`src/rtl/one_clk_div.sv`:
```
// rtl/one_clk_div.sv - power-of-two clock divider (/2, /4, /8, /16) from one 4-bit counter
module one_clk_div (
  input  logic clk_in,
  input  logic rst,
  output logic clk_div_2,
  output logic clk_div_4,
  output logic clk_div_8,
  output logic clk_div_16
);

  // Power-up value keeps outputs low before the first reset; reset still defines phase.
  logic [3:0] cnt = 4'h0;

  always_ff @(posedge clk_in) begin
    if (rst) begin
      cnt <= 4'h0;
    end else begin
      cnt <= cnt + 4'd1;
    end
  end

  // Outputs come straight from register bits so they cannot glitch.
  assign clk_div_2  = cnt[0];
  assign clk_div_4  = cnt[1];
  assign clk_div_8  = cnt[2];
  assign clk_div_16 = cnt[3];

endmodule

```
`config.mk`:
```
export PLATFORM = sky130hd
export DESIGN_NAME = one_clk_div
export DESIGN_NICKNAME = d
export VERILOG_FILES = /design/src/rtl/one_clk_div.sv
export SDC_FILE = /design/constraint.sdc
export NUM_CORES = 1
export LEC_CHECK = 0
export BUFFER_PORTS_ARGS = -buffer_cell sky130_fd_sc_hd__buf_2
export CORE_AREA = 2 2 39 41
export DETAILED_ROUTE_END_ITERATION = 16
export DIE_AREA = 0 0 41 43
export SYNTH_ARGS = -nofsm -noshare
export SYNTH_HDL_FRONTEND = slang
export SYNTH_SLANG_ARGS = --single-unit
```
`constraint.sdc`:
```
create_clock -name clk_in -period 1.25 [get_ports clk_in]
set_input_delay 0 -clock clk_in [delete_from_list [all_inputs] [get_ports clk_in]]
set_output_delay 0 -clock clk_in [all_outputs]
set_load 0.01 [all_outputs]
```
# Word-level counts from Yosys, hierarchy flattened
# Cells that the tools add are included.
# Widths: inputs -> output; s select.
dict set report word_totals {
  in_bits 2
  latch_bits 0
  ff_bits 4
  romBits 0
  wordCells 2
  n_memories 0
  output_inout_bits 4
  mem_bits_rw 0
}
dict set report op_classes {
  bitwise 0
  order_cmp 0
  reduce_logical 0
  div_mod_pow 0
  n_addsub 1
  shift 0
  n_mux 0
  n_eq_ne 0
  mul 0
}
# operator n
set ops {}
lappend ops {{$add 4x1->4 const B} 1}

# Longest topological paths before layout
dict set report depth {
  word_depth 1
  ltp_mapped 3
  depth_no_buf 3
}

# Least setup slack after synthesis
# No wires, ideal clock.
dict set report synth_timing {
  path_type {register to register}
  start {register cnt[0]}
  end {register cnt[3]}
  required_time_ns 1.129
  n_path_buf 0
  synth_period_minus_slack_ns 0.913
  setup_slack_ns 0.337
  t_arrival_ns 0.792
  setup_time_ns 0.121
  stages_incl_launch_ff 3
  path_cell_list {dfxtp_1 > nand3_1 > mux2_4}
}
dict set report synth_between {
  elab_chain_len 1
}
# element line
set synth_lines {}
lappend synth_lines {{start, declared} 12} ;# logic [3:0] cnt = 4'h0;
lappend synth_lines {{start signal, assigned} 18} ;# cnt <= cnt + 4'd1;
lappend synth_lines {{$add 4x1->4} 18}
# Every way passes these cells.
# A chain may end at the register's enable or synchronous reset.

# Worst setup path in the final report
dict set report layout_timing {
  start {register cnt[2]}
  end {register cnt[3]}
}
# The elaborated chain is that of the path after synthesis.

==> impl_metrics.toml <==
[status]
status = "finished, final reports clean"

[clocking]
clkTransAtPathRegs_ns = 0.04
cts_max_level = 1
clockBufferDepth = 2
clock-root-buffer = "clkbuf_4"
worst_skew_pair.late_latency_ns = 0.23
cts_resized = 0
post_cts_buffers = 0
cts_sinks = 4
cts_buffers = 3
tritoncts = "done"

[die]
io-pin-count = 6
fp.dieH_um = 43
start_util_pct = 10.5
coreArea_um2 = 1380
rows = 14
dieArea_um2 = 1760
fp.dieW_um = 41

[power_and_ir_drop]
cellPowerDensity_nw_per_um2 = 1500
p_sw_mw = 0.0738
irDropWorstVdd_mv = 0.155
power_leakage_nw = 0.106
pwr-share-clk_pct = 48.2
p_int_mw = 0.260
pwr-share-comb_pct = 8.9
seqPwrFrac_pct = 42.9
p_sw_share_pct = 22.1

[global_route]
grt_pass1_vias = 107
grt_pass1_wl_um = 351
gr-total-overflow = 0
track_usage_pct = 4.21
antenna_found_initial = 0
grt_max_degree = 6

[route]
firstDrtPassIters = 2
wire_per_inst_um = 7.50
via_count = 118
via_per_inst = 3.11
drtAntennaViolNets = 0
drtIter0Drc = 3
drcViolationCount = 0
routed_wl_um = 285

[yosys]
netlist_instances = 13
synth_top_area_share_pct = 55.2
synth.largest_area_cell = "dfxtp_1"
yosysSeqAreaShare_pct = 55.2
ys_types = 7
synth_fp_nets = 16
synth_area_um2 = 145
synth_area_leaders = "dfxtp_1 55%, mux2_4 10%, ha_1 8.6%"
synth-seq-cells = 4
syn_area_per_cell_um2 = 11.2
yosys_warnings = 0

[critical_path]
crit_required_ns = 1.37
path_max_fanout = 3
startpoint_type = "flip-flop"
endpoint_kind = "flip-flop"
cp_data_arrival_time_ns = 1.01
critical_path_class = "flip-flop to flip-flop"

[cells_and_area]
layout.cells.non_filler = 38
reg.largest.list = "cnt: 4 flops"
n_antenna_cell = 0
largest-register = "cnt"
drive_gt1_share_pct = 40.9
largest_register_ffs = 4
area_growth_pct = 53.4
fin_nets = 27

[hold_path]
hold_path_class = "flip-flop to flip-flop"

[sta]
hold_viol_final = 0
tightest_slew_ns = 0.115
rsz0062_at_grt = "false"
period_minus_slack_ns = 0.894
finalSetupTns_ns = 0
skew_ns = 0.000716
drv_slew = 0
slew_headroom_pct = 92.3
period_share_pct = 71.5
timing.fmax_mhz = 1120
setup_violations = 0

[place]
gp_congestion = 0.491
io_buffers = 5
dpl.cell_count = 34

[flow_run]
cap_violations = 0
-- logic make-up (layout without fill, tap and decap cells) --
kind of cell	Yosys count	after routing	share of synthesized area, %
buffers and inverters	0	9	0
adder cells (fa/ha/maj)	1	1	8.62
XOR/XNOR	1	1	6.04
multiplexers	1	1	10.3
AND/OR/NAND/NOR	6	6	19.8
flip-flops	4	4	55.2
-- power groups by stage --
stage / sequential (mW) / combinational (mW) / clock, mW
final: 0.143 / 0.0297 / 0.161
after global routing: 0.145 / 0.0329 / 0.182
after CTS: 0.144 / 0.0305 / 0.172
after detailed placement: 0.146 / 0.0278 / 0
after global placement: 0.146 / 0.0269 / 0
after floorplan: 0.149 / 0.0111 / 0
-- cell usage in the layout, fill, tap and decap left out --
cell type	n
buf_2	5
dfxtp_1	4
nor2_1	3
clkbuf_4	3
nor2b_1	2
xnor2_1	1
nand3_1	1
mux2_4	1
ha_1	1
dlygate4sd3_1	1
-- path summary, 6_finish.rpt --
path           from  endpoint  slack (ns)  cells after the start
max reg2reg  cnt[2]    cnt[3]        0.36                      2
max          cnt[2]    cnt[3]        0.36                      2
min          cnt[0]    cnt[0]        0.46                      1
min reg2reg  cnt[0]    cnt[0]        0.46                      1
-- synth_stat cells (all sizes together) --
cell   instances
xnor2          1
ha             1
nor2b          2
nor2           3
mux2           1
dfxtp          4
nand3          1
-- metrics by stage --
step	total power [mW]	hold slack (ns)	instance area [um^2]	setup slack, ns	util, %
after detailed placement	0.173	0.229	190	0.365	13.7
final	0.334	0.459	223	0.356	16.1
after global routing	0.359	0.498	223	0.323	16.1
after global placement	0.172	0.224	190	0.368	13.7
after CTS	0.346	0.465	223	0.362	16.1
after floorplan	0.160	0.0667	145	0.337	-
-- per-layer routing --
metal	global-route usage [%]	vias to the layer above	share of wire (%)
met4	8.00	0	0
li1	-	61	-
met1	2.88	52	39
met3	4.71	0	17
met2	3.75	5	44
met5	0	-	0
-- area by class of cell --
class                           count  area (um^2)
Sequential cell                     4         80.1
Tap cell                           16         20.0
Fill cell                         162         1160
Timing Repair Buffer                6         35.0
Multi-Input combinational cell      9         65.1
Clock buffer                        3         22.5
-- critical path, cell delays in order, from the launching register on --
cell,delay [ns]
dfxtp_1,0.36
nand3_1,0.12
mux2_4,0.30
-- what timing repair did --
action | CTS | global route
hold buffers | 1 | 0
hold endpoints to repair | 3 | 0
endpoints found under the setup margin | 0 | 0
(Power assumes the default switching activity.)
